## src/rtl/regfile_pkg.sv

```systemverilog
`default_nettype none
// ============================================================================
// Module      : regfile_pkg
// Description : Shared types and constants for the register-file write path.
//               It holds the bank and requester enums, the register index type,
//               and helpers that turn an index into a legal one-hot mask.
// Revision    : 1.0 - initial release
// ============================================================================
package regfile_pkg;

    localparam int NREGS = 6;   // implemented registers per bank
    localparam int DW    = 8;   // data width

    typedef logic [2:0] reg_idx_t;

    typedef enum logic [1:0] {
        REQ_ALU   = 2'd0,
        REQ_LOAD  = 2'd1,
        REQ_LABEL = 2'd2
    } req_id_e;

    typedef enum logic {
        BANK_GEN   = 1'b0,
        BANK_LABEL = 1'b1
    } bank_e;

    // One-hot mask of a register index. Indices >= NREGS give an all-zero
    // mask, so illegal indices never touch or read the scoreboard.
    function automatic logic [NREGS-1:0] idx_mask(input reg_idx_t idx);
        logic [NREGS-1:0] m;
        m = '0;
        for (int i = 0; i < NREGS; i++) begin
            m[i] = (idx == reg_idx_t'(i));
        end
        return m;
    endfunction

    function automatic logic rd_legal(input reg_idx_t idx);
        return idx < reg_idx_t'(NREGS);
    endfunction

endpackage
`default_nettype wire

```

## src/rtl/rr_arbiter.sv

```systemverilog
`default_nettype none
// ============================================================================
// Module      : rr_arbiter
// Description : Round-robin arbiter. Combinational one-hot grant to the first
//               valid requester at or after the pointer, wrapping around.
//               The pointer moves past the winner on every grant.
// Ports       : clk, rst_n (async, active low)
//               valid[NREQ]  request vector
//               grant[NREQ]  one-hot grant (zero when nothing is valid)
//               grant_any    some requester was granted this cycle
// Revision    : 1.0 - initial release
// ============================================================================
module rr_arbiter #(
    parameter int NREQ = 3
) (
    input  logic            clk,
    input  logic            rst_n,
    input  logic [NREQ-1:0] valid,
    output logic [NREQ-1:0] grant,
    output logic            grant_any
);

    localparam int            c_PW   = (NREQ > 1) ? $clog2(NREQ) : 1;
    localparam logic [c_PW-1:0] c_LAST = c_PW'(NREQ - 1);

    logic [c_PW-1:0] r_ptr;
    logic [c_PW-1:0] w_gidx;
    logic [c_PW:0]   w_idx;

    // Scan NREQ positions starting at the pointer; the extra bit in w_idx
    // lets ptr+k exceed NREQ-1 before folding back into range.
    always_comb begin
        grant     = '0;
        grant_any = 1'b0;
        w_gidx    = r_ptr;
        w_idx     = '0;
        for (int k = 0; k < NREQ; k++) begin
            w_idx = {1'b0, r_ptr} + (c_PW+1)'(k);
            if (w_idx >= (c_PW+1)'(NREQ)) begin
                w_idx = w_idx - (c_PW+1)'(NREQ);
            end
            if (!grant_any && valid[w_idx[c_PW-1:0]]) begin
                grant_any = 1'b1;
                w_gidx    = w_idx[c_PW-1:0];
            end
        end
        if (grant_any) begin
            grant[w_gidx] = 1'b1;
        end
    end

    always_ff @(posedge clk or negedge rst_n) begin
        if (!rst_n) begin
            r_ptr <= '0;
        end else if (grant_any) begin
            r_ptr <= (w_gidx == c_LAST) ? '0 : w_gidx + 1'b1;
        end
    end

endmodule
`default_nettype wire

```

## src/rtl/regfile_write_arbiter.sv

```systemverilog
`default_nettype none
// ============================================================================
// Module      : regfile_write_arbiter
// Description : Shares the register file's single write port between the
//               ALU, load-return and label-set producers. The round-robin
//               winner is registered onto rf_* one cycle later. A pending-write
//               scoreboard (general and label banks) answers RAW hazard queries.
// Ports       : clk, rst_n (async, active low)
//               req_valid/req_ready/req_rd/req_data/req_label  requesters
//               rf_rd/rf_write_data/rf_reg_write/rf_label_write  regfile side
//               claim_valid/claim_rd/claim_label   destination reservation
//               chk_rs1/chk_rs2/chk_label/hazard   hazard query
//               illegal_wr  pulse when a granted write had rd >= NREGS
// Revision    : 1.0 - initial release
// ============================================================================
module regfile_write_arbiter
    import regfile_pkg::*;
#(
    parameter int NREQ = 3
) (
    input  logic              clk,
    input  logic              rst_n,
    input  logic [NREQ-1:0]   req_valid,
    output logic [NREQ-1:0]   req_ready,
    input  logic [3*NREQ-1:0] req_rd,
    input  logic [DW*NREQ-1:0] req_data,
    input  logic [NREQ-1:0]   req_label,
    output logic [2:0]        rf_rd,
    output logic [DW-1:0]     rf_write_data,
    output logic              rf_reg_write,
    output logic              rf_label_write,
    input  logic              claim_valid,
    input  logic [2:0]        claim_rd,
    input  logic              claim_label,
    input  logic [2:0]        chk_rs1,
    input  logic [2:0]        chk_rs2,
    input  logic              chk_label,
    output logic              hazard,
    output logic              illegal_wr
);

    logic [NREQ-1:0]  w_grant;
    logic             w_grant_any;
    reg_idx_t         w_sel_rd;
    logic [DW-1:0]    w_sel_data;
    logic             w_sel_label;
    logic             w_sel_legal;

    reg_idx_t         r_rf_rd;
    logic [DW-1:0]    r_rf_write_data;
    logic             r_rf_reg_write;
    logic             r_rf_label_write;
    logic             r_illegal_wr;

    logic [NREGS-1:0] r_sb_gen;
    logic [NREGS-1:0] r_sb_lbl;
    logic [NREGS-1:0] w_set_gen;
    logic [NREGS-1:0] w_set_lbl;
    logic [NREGS-1:0] w_clr_gen;
    logic [NREGS-1:0] w_clr_lbl;

    rr_arbiter #(
        .NREQ (NREQ)
    ) u_rr_arbiter (
        .clk       (clk),
        .rst_n     (rst_n),
        .valid     (req_valid),
        .grant     (w_grant),
        .grant_any (w_grant_any)
    );

    assign req_ready = w_grant;

    // One-hot mux of the granted requester's fields.
    always_comb begin
        w_sel_rd    = '0;
        w_sel_data  = '0;
        w_sel_label = 1'b0;
        for (int i = 0; i < NREQ; i++) begin
            if (w_grant[i]) begin
                w_sel_rd    = req_rd[3*i +: 3];
                w_sel_data  = req_data[DW*i +: DW];
                w_sel_label = req_label[i];
            end
        end
    end

    assign w_sel_legal = rd_legal(w_sel_rd);

    // Write stage. An illegal rd is still consumed (and its rd/data shown on
    // the port) but raises illegal_wr instead of a strobe.
    always_ff @(posedge clk or negedge rst_n) begin
        if (!rst_n) begin
            r_rf_rd          <= '0;
            r_rf_write_data  <= '0;
            r_rf_reg_write   <= 1'b0;
            r_rf_label_write <= 1'b0;
            r_illegal_wr     <= 1'b0;
        end else begin
            r_rf_reg_write   <= 1'b0;
            r_rf_label_write <= 1'b0;
            r_illegal_wr     <= 1'b0;
            if (w_grant_any) begin
                r_rf_rd          <= w_sel_rd;
                r_rf_write_data  <= w_sel_data;
                r_rf_reg_write   <= w_sel_legal && (bank_e'(w_sel_label) == BANK_GEN);
                r_rf_label_write <= w_sel_legal && (bank_e'(w_sel_label) == BANK_LABEL);
                r_illegal_wr     <= !w_sel_legal;
            end
        end
    end

    assign rf_rd          = r_rf_rd;
    assign rf_write_data  = r_rf_write_data;
    assign rf_reg_write   = r_rf_reg_write;
    assign rf_label_write = r_rf_label_write;
    assign illegal_wr     = r_illegal_wr;

    // Scoreboard. A bit clears at the end of the cycle its strobe is high,
    // i.e. when the register file actually captures the write. A claim in
    // that same cycle is newer than the write, so set is applied last.
    assign w_set_gen = (claim_valid && bank_e'(claim_label) == BANK_GEN)   ? idx_mask(claim_rd) : '0;
    assign w_set_lbl = (claim_valid && bank_e'(claim_label) == BANK_LABEL) ? idx_mask(claim_rd) : '0;
    assign w_clr_gen = r_rf_reg_write   ? idx_mask(r_rf_rd) : '0;
    assign w_clr_lbl = r_rf_label_write ? idx_mask(r_rf_rd) : '0;

    always_ff @(posedge clk or negedge rst_n) begin
        if (!rst_n) begin
            r_sb_gen <= '0;
            r_sb_lbl <= '0;
        end else begin
            r_sb_gen <= (r_sb_gen & ~w_clr_gen) | w_set_gen;
            r_sb_lbl <= (r_sb_lbl & ~w_clr_lbl) | w_set_lbl;
        end
    end

    // Out-of-range query indices produce an empty mask and so read as 0.
    assign hazard = |((chk_label ? r_sb_lbl : r_sb_gen) &
                      (idx_mask(chk_rs1) | idx_mask(chk_rs2)));

endmodule
`default_nettype wire
```

## config.mk

```make
export PLATFORM = sky130hd
export DESIGN_NAME = regfile_write_arbiter
export DESIGN_NICKNAME = d
export VERILOG_FILES = /design/src/rtl/regfile_pkg.sv /design/src/rtl/rr_arbiter.sv /design/src/rtl/regfile_write_arbiter.sv
export SDC_FILE = /design/constraint.sdc
export NUM_CORES = 1
export LEC_CHECK = 0
export CAP_MARGIN = 25
export CORE_MARGIN = 3
export CORE_UTILIZATION = 40
export CTS_CLUSTER_SIZE = 28
export DETAILED_ROUTE_END_ITERATION = 10
export PLACE_DENSITY = 0.85
export RECOVER_POWER = 25
export SYNTH_ARGS = -nofsm -noshare
export SYNTH_HDL_FRONTEND = slang
export SYNTH_SLANG_ARGS = --single-unit
```

## constraint.sdc

```tcl
create_clock -name clk -period 2.2 [get_ports clk]
set_input_delay 0.33 -clock clk [delete_from_list [all_inputs] [get_ports clk]]
set_output_delay 0.33 -clock clk [all_outputs]
set_load 0.01 [all_outputs]
```

After elaboration in Yosys (flattened, before gate mapping) --
Cells that the tools add are included.
Cells by class: muxes and demuxes 36, $lt $le $gt $ge 9, equal/unequal tests 21, add/sub/neg operators 6, reductions and logical operators 15, bitwise gates (word level) 10
Operators with widths (number):
- $mux 6 | 5
- $eq 3x2->1 const B | 8
- $eq 3x3->1 const B | 8
- $mux 8 | 3
- $and 6x6->6 | 3
- $or 6x6->6 | 3
- $mux 2 | 7
- $mux 1 | 13
- $eq 3x1->1 const B | 4
- $logic_not 3->1 | 4
- $lt 2x3->1 const B | 4
- $mux 3 | 4
- $not 6->6 | 2
- $logic_and 1x1->1 | 7
- $bmux 1 s2 | 3
- $ge 3x2->1 const B | 2
- $reduce_or 6->1 | 1
- $sub 2x2->2 const B | 3
- $add 2x1->3 const B | 1
- $add 2x2->3 const B | 1
- $logic_not 1->1 | 3
- $lt 3x3->1 const B | 1
- $add 2x1->2 const B | 1
- $demux 1 s2 | 1
- other kinds (4) | 5
Word-level totals: bits in registers 28, output and inout port bits 18, word-level logic and storage cells 105

Depth between registers and ports, before layout --
Gate-level depths: netlist (run 1).
word-level depth 22, mapped depth 11, gate-level depth less buffers 9

Cells and area by module --
Synthesis (run 1) repeated with hierarchy kept, for this count alone.
Second synthesis, totals: cells, all modules 218, area, all modules 1924.3 um2
By module, submodules not included:
- regfile_write_arbiter | area an instance 1490.2 um2, times used 1, cells an instance 160
- rr_arbiter | area an instance 434.2 um2, times used 1, cells an instance 58

Worst setup path before layout (run 1) --
OpenSTA, ideal clock, no wires.
kind register -> output, start register u_rr_arbiter.r_ptr[0], end output port req_ready[2], cell stages (with the launch flop) 11, setup slack -0.072 ns, path buffers 2, arrival time 1.942 ns, cells stage by stage dfrtp_1 inv_1 ha_1 buf_4 o22ai_1 and2_4 or2_4 o21a_1 nand2_2 buf_2 inv_1
Between the ends: cells in the longest elaborated chain, start to end 16, elaborated cells between the ends (all ways) 33
Ends and longest elaborated chain:
- from (decl) | RTL line rr_arbiter.sv:26 | logic [c_PW-1:0] r_ptr;
- from (signal assigned) | RTL line rr_arbiter.sv:56 | r_ptr <= (w_gidx == c_LAST) ? '0 : w_gidx + 1'b1;
- parallel branches: the longest is 15 deep, another holds $add 2x1->3
- $mux 3 (*) | RTL line rr_arbiter.sv:47 | if (grant_any) begin
- to (decl) | RTL line regfile_write_arbiter.sv:24 | output logic [NREQ-1:0] req_ready,
Mark *: on every way between the ends. The select of a mux whose other input is x is not followed.

Worst setup path in the final report (run 1) --
start register u_rr_arbiter.r_ptr[1], end output port req_ready[2]
The elaborated chain is that of the path after synthesis.

==> results.py, run 1 <==
metrics = {
    "die": {
        "die_h_um": 74.7,
        "die_area_um2": 5580,
        "dieWidth_um": 74.7,
        "pin_count": 71,
        "core_um2": 4440,
        "rows": 24,
        "initial_core_util_pct": 42.5,
    },
    "timing": {
        "tns_ps": -2320,
        "max_freq_mhz": 402,
        "worst_pin_slew_ps": 1530,
        "setup_viol": 17,
        "skew_ps": 5.63,
        "relSlewSlack_pct": -1.86,
        "period_minus_slack_ps": 2490,
        "rsz0062_at_grt": "true",
        "final_max_slew_viol_count": 29,
        "hold_viol_final": 0,
        "setup_ws_ps": -286,
        "hold_slack_ps": 486,
        "fin_crit_sh_pct": 113,
    },
    "route": {
        "vias_per_cell": 5.83,
        "wire_per_inst_um": 17.7,
        "initialDrtViolationCount": 130,
        "drt-total-wl_mm": 6.38,
        "antenna_left": 0,
        "first_pass_iters": 4,
        "drc": 0,
        "vias": 2100,
    },
    "clock_network": {
        "cts.clk_slew.worst_paths_ps": 100,
        "htreeDepth": 1,
        "cts_tree": "built",
        "clockBufferDepth": 2,
        "cts_hold_buf": 0,
        "cts_sinks": 28,
        "numCtsBuffers": 3,
        "clock_latency_ps": 280,
        "clockRootBuffer": "clkbuf_8",
    },
    "final_layout": {
        "final_cell_mix": "clkdlybuf4s50_1, nand2_1, dfrtp_1",
        "final_area_um2": 3080,
        "layout_commonest_cell": "clkdlybuf4s50_1",
        "finalCoreUtilization_pct": 69.2,
        "syn2layout_area_growth_pct": 62.9,
        "antenna_cells": 0,
        "nets": 365,
        "drive_above_1_share_pct": 25.3,
        "n_fill_cell": 318,
        "final_cells": 360,
    },
    "synthesis": {
        "syn_avg_cell_area_um2": 8.91,
        "synthDistinctLibCells": 48,
        "synthesis.nets": 268,
        "synth_seq_area_share_pct": 37.1,
        "synth_ff_type": "dfrtp_1",
        "async_flop_share_pct": 100,
        "synth_area_um2": 1890,
        "yosys_register_bits": 28,
        "yosys_warnings": 0,
        "synthCells": 212,
        "synth_edf_count": 0,
    },
    "run_status": {
        "status": "complete, but fails checks",
        "violations": "capacitance limit, slew limit, setup timing",
    },
    "global_route": {
        "grt_max_degree": 29,
        "antenna_found_initial": 0,
        "grt-ovfl-total": 0,
        "grt_pass1_wl_mm": 9.51,
        "first_global_vias": 2127,
        "grtUsageTotal_pct": 22.2,
    },
    "placement": {
        "post-dp-hpwl_mm": 4.25,
        "portBuffers": 70,
        "pre_cts_ws_ps": -437,
        "place.gp.congestion": 0.851,
        "postPlaceCellArea_um2": 2780,
        "dp_cells": 346,
    },
    "worst_setup_path": {
        "start_kind": "flip-flop",
        "arrival_ps": 2160,
        "cp.required_ps": 1870,
        "cp-end-kind": "primary output",
        "r2r_cells": 9,
        "crit_fanout": 5,
        "path_class": "flip-flop to primary output",
    },
    "min_path": {
        "hold_class": "flip-flop to flip-flop",
        "worst_hold_path.num_cells": 2,
    },
    "power_and_ir_drop": {
        "finalPower_mw": 5.09,
        "p_leak_nw": 1.26,
        "vdd.ir_drop.worst_v": 0.00129,
        "power_density_nw_per_um2": 1660,
    },
    "flow_run": {
        "maxCapViolCount": 1,
    },
}
-- power breakdown --
part	switching [mW]	internal, mW
clock	0.170	0.244
sequential	0.221	0.795
combinational	1.76	1.90
total	2.15	2.94
-- worst paths after layout --
check | start | end | slack, ps
max | u_rr_arbiter.r_ptr[1] | req_ready[2] | -290
min | rf_write_data[4] | rf_write_data[4] | 490
max reg2reg | u_rr_arbiter.r_ptr[1] | rf_reg_write | -230
min reg2reg | rf_write_data[4] | rf_write_data[4] | 490
max in group asynchronous | rst_n | u_rr_arbiter.r_ptr[1] | 280
min in group asynchronous | rst_n | u_rr_arbiter.r_ptr[0] | 930
-- what timing repair did --
| item | CTS | global route |
|---|---|---|
| setup endpoints to repair | 18 | 20 |
| gates resized for setup | 39 | 26 |
| endpoints found under the hold margin | 0 | 0 |
| pin swaps | 14 | 8 |
| setup buffers | 10 | 5 |
-- area by class of cell --
| class | instances | area, um^2 | share of cell area [%] |
|---|---|---|---|
| tap | 52 | 65.1 | 2.12 |
| multi-input combinational | 168 | 1250 | 40.6 |
| clock inverter | 1 | 30.0 | 0.976 |
| sequential | 28 | 702 | 22.8 |
| timing repair buffer | 102 | 957 | 31.1 |
| inverter | 6 | 30.0 | 0.976 |
| clock buffer | 3 | 41.3 | 1.34 |
-- registers in the layout, summed over array words and instances (netlist names) --
name,cells
rf_label_write,1
r_sb_lbl,6
illegal_wr,1
r_sb_gen,6
u_rr_arbiter.r_ptr,2
rf_reg_write,1
rf_write_data,8
rf_rd,3
-- per-layer routing --
metal	vias to the layer above	GRT usage, %	part of all wire, %
met2	115	42.5	51
met5	-	0	0
met3	25	5.07	8.2
met1	995	22.6	37
li1	965	-	-
met4	0	10.1	4.0
-- synth_stat cells, types with 3 or more instances --
master     instances  area share [%]
a21oi_1            3            0.79
buf_2              3            0.79
clkbuf_1           4            0.79
dfrtp_1           28              37
ha_1               3             2.0
inv_1              6             1.2
mux2i_1            7             3.7
nand2_1           45             8.9
nand2b_1           7             2.3
nand3b_1           8             3.2
nor2_1             8             1.6
nor3b_1            4             1.6
o211ai_1           3             1.2
o21ai_0           28             7.4
o2bb2ai_1          9             4.2
o31ai_1            4             1.6
-- kinds of logic after synthesis --
logic type	after synthesis	synth area share [%]
multiplexers	10	6.69
AND/OR/NAND/NOR	85	22.7
AO/OA/AOI/OAI	70	27.2
adder cells (fa/ha/maj)	3	1.99
flip-flops	28	37.1
buffers and inverters	16	4.37
-- worst max-delay path, stage by stage (launching register included) --
cell	delay [ps]
dfrtp_2	470
ha_4	340
mux2i_1	270
o221a_2	240
o21ai_2	70
a21oi_4	220
nand2_2	120
inv_4	60
buf_6	90
Power figures use the tool's default switching activity.
==> inputs of run 2 (changes only) <==
--- a/config.mk
+++ b/config.mk
@@ -6,6 +6,7 @@
 export NUM_CORES = 1
 export LEC_CHECK = 0
 export CAP_MARGIN = 25
+export CORE_ASPECT_RATIO = 0.7
 export CORE_MARGIN = 3
 export CORE_UTILIZATION = 40
 export CTS_CLUSTER_SIZE = 28
==> results.py, run 2 (synthesis gave the netlist of run 1 again) <==
metrics = {
    "timing": {
        "skew_ps": 2.92,
        "hold_slack_ps": 480,
        "fin_crit_sh_pct": 114,
        "relSlewSlack_pct": 1.49,
        "hold_viol_final": 0,
        "worst_pin_slew_ps": 1480,
        "tns_ps": -2360,
        "rsz0062_at_grt": "true",
        "setup_ws_ps": -307,
        "setup_viol": 17,
        "final_max_slew_viol_count": 0,
        "period_minus_slack_ps": 2510,
        "max_freq_mhz": 399,
    },
    "final_layout": {
        "syn2layout_area_growth_pct": 67.3,
        "final_cells": 361,
        "antenna_cells": 0,
        "drive_above_1_share_pct": 26.8,
        "final_area_um2": 3160,
        "layout_commonest_cell": "clkdlybuf4s50_1",
        "final_cell_mix": "clkdlybuf4s50_1, nand2_1, dfrtp_1",
        "nets": 364,
        "largest_reg_flops": 8,
        "finalCoreUtilization_pct": 70.9,
    },
    "placement": {
        "dp_cells": 352,
        "pre_cts_ws_ps": -463,
        "post-dp-hpwl_mm": 4.19,
        "portBuffers": 70,
        "place.gp.congestion": 0.877,
        "postPlaceCellArea_um2": 2800,
    },
    "worst_setup_path": {
        "arrival_ps": 2180,
        "crit_fanout": 3,
        "r2r_end": "rf_reg_write",
        "cp-end-kind": "primary output",
        "cp.required_ps": 1870,
        "path_class": "flip-flop to primary output",
        "start_kind": "flip-flop",
        "rrSetupSlack_ps": -250,
        "r2r_cells": 10,
        "r2r_start": "u_rr_arbiter.r_ptr[1]",
    },
    "route": {
        "vias": 1993,
        "antenna_left": 0,
        "initialDrtViolationCount": 88,
        "drt-total-wl_mm": 5.85,
        "wire_per_inst_um": 16.2,
        "drc": 0,
        "vias_per_cell": 5.52,
        "first_pass_iters": 4,
    },
    "global_route": {
        "grt-ovfl-total": 0,
        "grt_pass1_wl_mm": 9.05,
        "grtUsageTotal_pct": 20.3,
        "first_global_vias": 2014,
        "antenna_found_initial": 0,
        "grt_max_degree": 29,
    },
    "clock_network": {
        "cts.clk_slew.worst_paths_ps": 90,
        "htreeDepth": 1,
        "clockBufferDepth": 2,
        "numCtsBuffers": 3,
        "clock_latency_ps": 270,
        "cts_tree": "built",
        "cts_sinks": 28,
        "clockRootBuffer": "clkbuf_8",
    },
    "run_status": {
        "violations": "setup timing",
        "status": "complete, but fails checks",
    },
    "power_and_ir_drop": {
        "vdd.ir_drop.worst_v": 0.00105,
        "p_leak_nw": 1.28,
        "power_density_nw_per_um2": 1670,
        "finalPower_mw": 5.28,
    },
    "die": {
        "core_um2": 4450,
        "dieWidth_um": 88.1,
        "initial_core_util_pct": 42.4,
        "die_h_um": 63.5,
        "pin_count": 71,
        "die_area_um2": 5590,
        "rows": 20,
    },
    "min_path": {
        "worst_hold_path.num_cells": 2,
        "hold_class": "flip-flop to flip-flop",
        "holdPathEnd": "rf_write_data[2]",
        "min_from": "rf_write_data[2]",
    },
    "flow_run": {
        "maxCapViolCount": 0,
    },
}
run 2: layout make-up:
type	instances	area (um^2)
fillers	333	1300
repair buffers	101	980
flip-flops and latches	28	701
clock buffers	3	41.3
multi-input cells	168	1340
well taps	55	68.8
inverters	6	30.0
run 2: worst max path at each step:
stage / startpoint / to / slack, ps
floorplan: u_rr_arbiter.r_ptr[0] / req_ready[2] / 10
global placement: u_rr_arbiter.r_ptr[1] / req_ready[0] / -430
detailed placement: u_rr_arbiter.r_ptr[0] / req_ready[0] / -460
CTS: u_rr_arbiter.r_ptr[1] / req_ready[0] / -280
global route: u_rr_arbiter.r_ptr[1] / req_ready[0] / -370
finish: u_rr_arbiter.r_ptr[1] / req_ready[0] / -310
run 2: per-layer routing:
metal / track usage, % / part of all wire [%] / up-vias
li1: - / - / 962
met1: 26.1 / 42 / 929
met2: 33.6 / 47 / 92
met3: 7.71 / 11 / 10
met4: 2.45 / 1.1 / 0
met5: 0 / 0 / -
run 2: timing repair:
item	CTS	global route
gates resized for setup	58	30
hold buffers	0	0
cloned	1	0
pin swaps	30	21
endpoints found under the hold margin	0	0
setup buffers	6	1
endpoints found under the setup margin	19	19
run 2: critical path: stages (launching register included):
cell	delay, ps
dfrtp_1	430
buf_6	140
inv_6	40
ha_4	170
buf_6	120
nand2_4	60
nand3b_1	110
a2111oi_4	330
a21oi_2	90
buf_6	140
nor2_4	140
buf_6	120
run 2: report_power, final:
| part | switching [mW] | total [mW] | internal, mW |
|---|---|---|---|
| registers | 0.212 | 1.01 | 0.794 |
| clock network | 0.149 | 0.272 | 0.123 |
| logic | 1.88 | 4.00 | 2.12 |
==> inputs of run 3 (changes only) <==
--- a/config.mk
+++ b/config.mk
@@ -5,9 +5,9 @@
 export SDC_FILE = /design/constraint.sdc
 export NUM_CORES = 1
 export LEC_CHECK = 0
-export CAP_MARGIN = 25
+export ABC_AREA = 0
+export CAP_MARGIN = 20
 export CORE_ASPECT_RATIO = 0.7
-export CORE_MARGIN = 3
 export CORE_UTILIZATION = 40
 export CTS_CLUSTER_SIZE = 28
 export DETAILED_ROUTE_END_ITERATION = 10
==> results.py, run 3 (synthesis gave the netlist of run 1 again) <==
metrics = {
    "clock_network": {
        "clock_latency_ps": 270,
        "cts_sinks": 28,
        "clockBufferDepth": 2,
        "numCtsBuffers": 3,
        "clockRootBuffer": "clkbuf_8",
        "cts_tree": "built",
        "htreeDepth": 1,
        "cts.clk_slew.worst_paths_ps": 90,
    },
    "global_route": {
        "grt-ovfl-total": 0,
        "first_global_vias": 2075,
        "grt_pass1_wl_mm": 9.57,
        "grtUsageTotal_pct": 24.4,
        "antenna_found_initial": 0,
        "grt_max_degree": 29,
    },
    "power_and_ir_drop": {
        "p_int_mw": 2.97,
        "pwr-share-seq_pct": 20.0,
        "finalPower_mw": 5.05,
        "comb_power_share_pct": 73.8,
        "p_leak_nw": 1.29,
        "power_density_nw_per_um2": 1630,
        "vdd.ir_drop.worst_v": 0.00150,
        "swShare_pct": 41.3,
        "switchingPower_mw": 2.09,
        "p_clk_share_pct": 6.2,
    },
    "run_status": {
        "status": "complete, but fails checks",
        "violations": "DRC, setup timing",
    },
    "route": {
        "vias": 2023,
        "antenna_left": 0,
        "met2_length_mm": 2.79,
        "top_layer": "met4",
        "wl_met3_um": 462,
        "wl_met1_mm": 2.47,
        "drc": 4,
        "wire_per_inst_um": 15.9,
        "initialDrtViolationCount": 158,
        "drt-total-wl_mm": 5.83,
        "first_pass_iters": 7,
        "vias_per_cell": 5.53,
    },
    "die": {
        "initial_core_util_pct": 42.6,
        "pin_count": 71,
        "die_h_um": 59.5,
        "core_um2": 4430,
        "die_area_um2": 5000,
        "rows": 20,
        "dieWidth_um": 84.1,
    },
    "timing": {
        "period_minus_slack_ps": 2470,
        "relSlewSlack_pct": 1.31,
        "setup_viol": 18,
        "skew_ps": 7.04,
        "tns_ps": -2780,
        "worst_pin_slew_ps": 1480,
        "max_freq_mhz": 405,
        "hold_slack_ps": 486,
        "final_max_slew_viol_count": 0,
        "setup_ws_ps": -270,
        "hold_viol_final": 0,
        "rsz0062_at_grt": "true",
        "fin_crit_sh_pct": 112,
    },
    "worst_setup_path": {
        "crit_fanout": 6,
        "rrSetupSlack_ps": -240,
        "cp_slowest_cell": "dfrtp_1",
        "arrival_ps": 2140,
        "path_class": "flip-flop to primary output",
        "cp-end-kind": "primary output",
        "r2r_start": "u_rr_arbiter.r_ptr[1]",
        "r2r_end": "rf_reg_write",
        "r2r_cells": 12,
        "cp.required_ps": 1870,
        "start_kind": "flip-flop",
        "slowest_delay_ps": 440,
        "crit_chain": "ha_4 -> buf_4 -> nor2b_4 -> o21a_4 -> or2_4 -> o21a_1 -> nand2_2 -> inv_4 -> buf_6",
    },
    "final_layout": {
        "largest_reg_flops": 8,
        "n_fill_cell": 323,
        "nets": 368,
        "drive_above_1_share_pct": 24.1,
        "syn2layout_area_growth_pct": 64.3,
        "final_cells": 366,
        "finalCoreUtilization_pct": 70.0,
        "layout_commonest_cell": "clkdlybuf4s50_1",
        "final_cell_mix": "clkdlybuf4s50_1, nand2_1, dfrtp_1",
        "antenna_cells": 0,
    },
    "placement": {
        "place.gp.congestion": 0.862,
        "portBuffers": 70,
        "dp_cells": 352,
        "post-dp-hpwl_mm": 4.22,
    },
    "flow_run": {
        "maxCapViolCount": 0,
    },
    "min_path": {
        "worst_hold_path.num_cells": 2,
        "min_from": "rf_write_data[7]",
        "hold_class": "flip-flop to flip-flop",
        "holdPathEnd": "rf_write_data[7]",
    },
}
run 3: area by class of cell:
class                      count  area [um^2]  area share (%)
sequential                    28          701            22.6
tap                           55         68.8            2.22
inverter                       6         30.0           0.968
timing repair buffer         105         1010            32.7
clock buffer                   4         55.1            1.77
multi-input combinational    168         1230            39.8
run 3: worst max path at each step:
stage | startpoint | end | slack (ps) | cells after the start
floorplan | u_rr_arbiter.r_ptr[0] | req_ready[2] | 10 | 10
global placement | u_rr_arbiter.r_ptr[1] | req_ready[2] | -380 | 8
detailed placement | u_rr_arbiter.r_ptr[1] | req_ready[0] | -480 | 7
CTS | u_rr_arbiter.r_ptr[0] | rf_label_write | -300 | 11
global route | u_rr_arbiter.r_ptr[1] | req_ready[2] | -380 | 9
finish | u_rr_arbiter.r_ptr[1] | req_ready[2] | -270 | 9
run 3: metal layers:
layer  track usage, %  up-vias
met5                0        -
met4             6.40        0
met3             6.96       13
met2             43.2       90
met1             29.9      951
li1                 -      969
run 3: worst max-delay path: cells and delay by family, from the launching register on:
family                   cells  cell delay (ps)
flip-flops                   1              440
adder cells (fa/ha/maj)      1              340
AND/OR/NAND/NOR              3              390
AO/OA/AOI/OAI                2              430
buffers and inverters        3              270
run 3: repair_timing:
| item | 4_1_cts | 5_1_grt |
|---|---|---|
| pin swaps | 17 | 13 |
| cloned | 1 | 0 |
| resized for setup | 46 | 20 |
| setup buffers | 8 | 4 |
| hold buffers | 0 | 0 |
| endpoints found under the setup margin | 20 | 20 |
run 3: stage by stage:
stage	setup slack [ps]	instance area, um^2
final	-270	3100
after global routing	-379	3100
after CTS	-296	3040
after detailed placement	-476	2800
after global placement	-383	2800
after floorplan	11.2	1920
run 3: power groups by stage:
stage               Clock (mW)  Combinational [mW]  Sequential (mW)
floorplan                    0                1.76             1.02
global placement             0                2.87            0.994
detailed placement           0                2.95             1.01
CTS                      0.319                3.44             1.00
global route             0.345                4.04             1.04
finish                   0.313                3.73             1.01
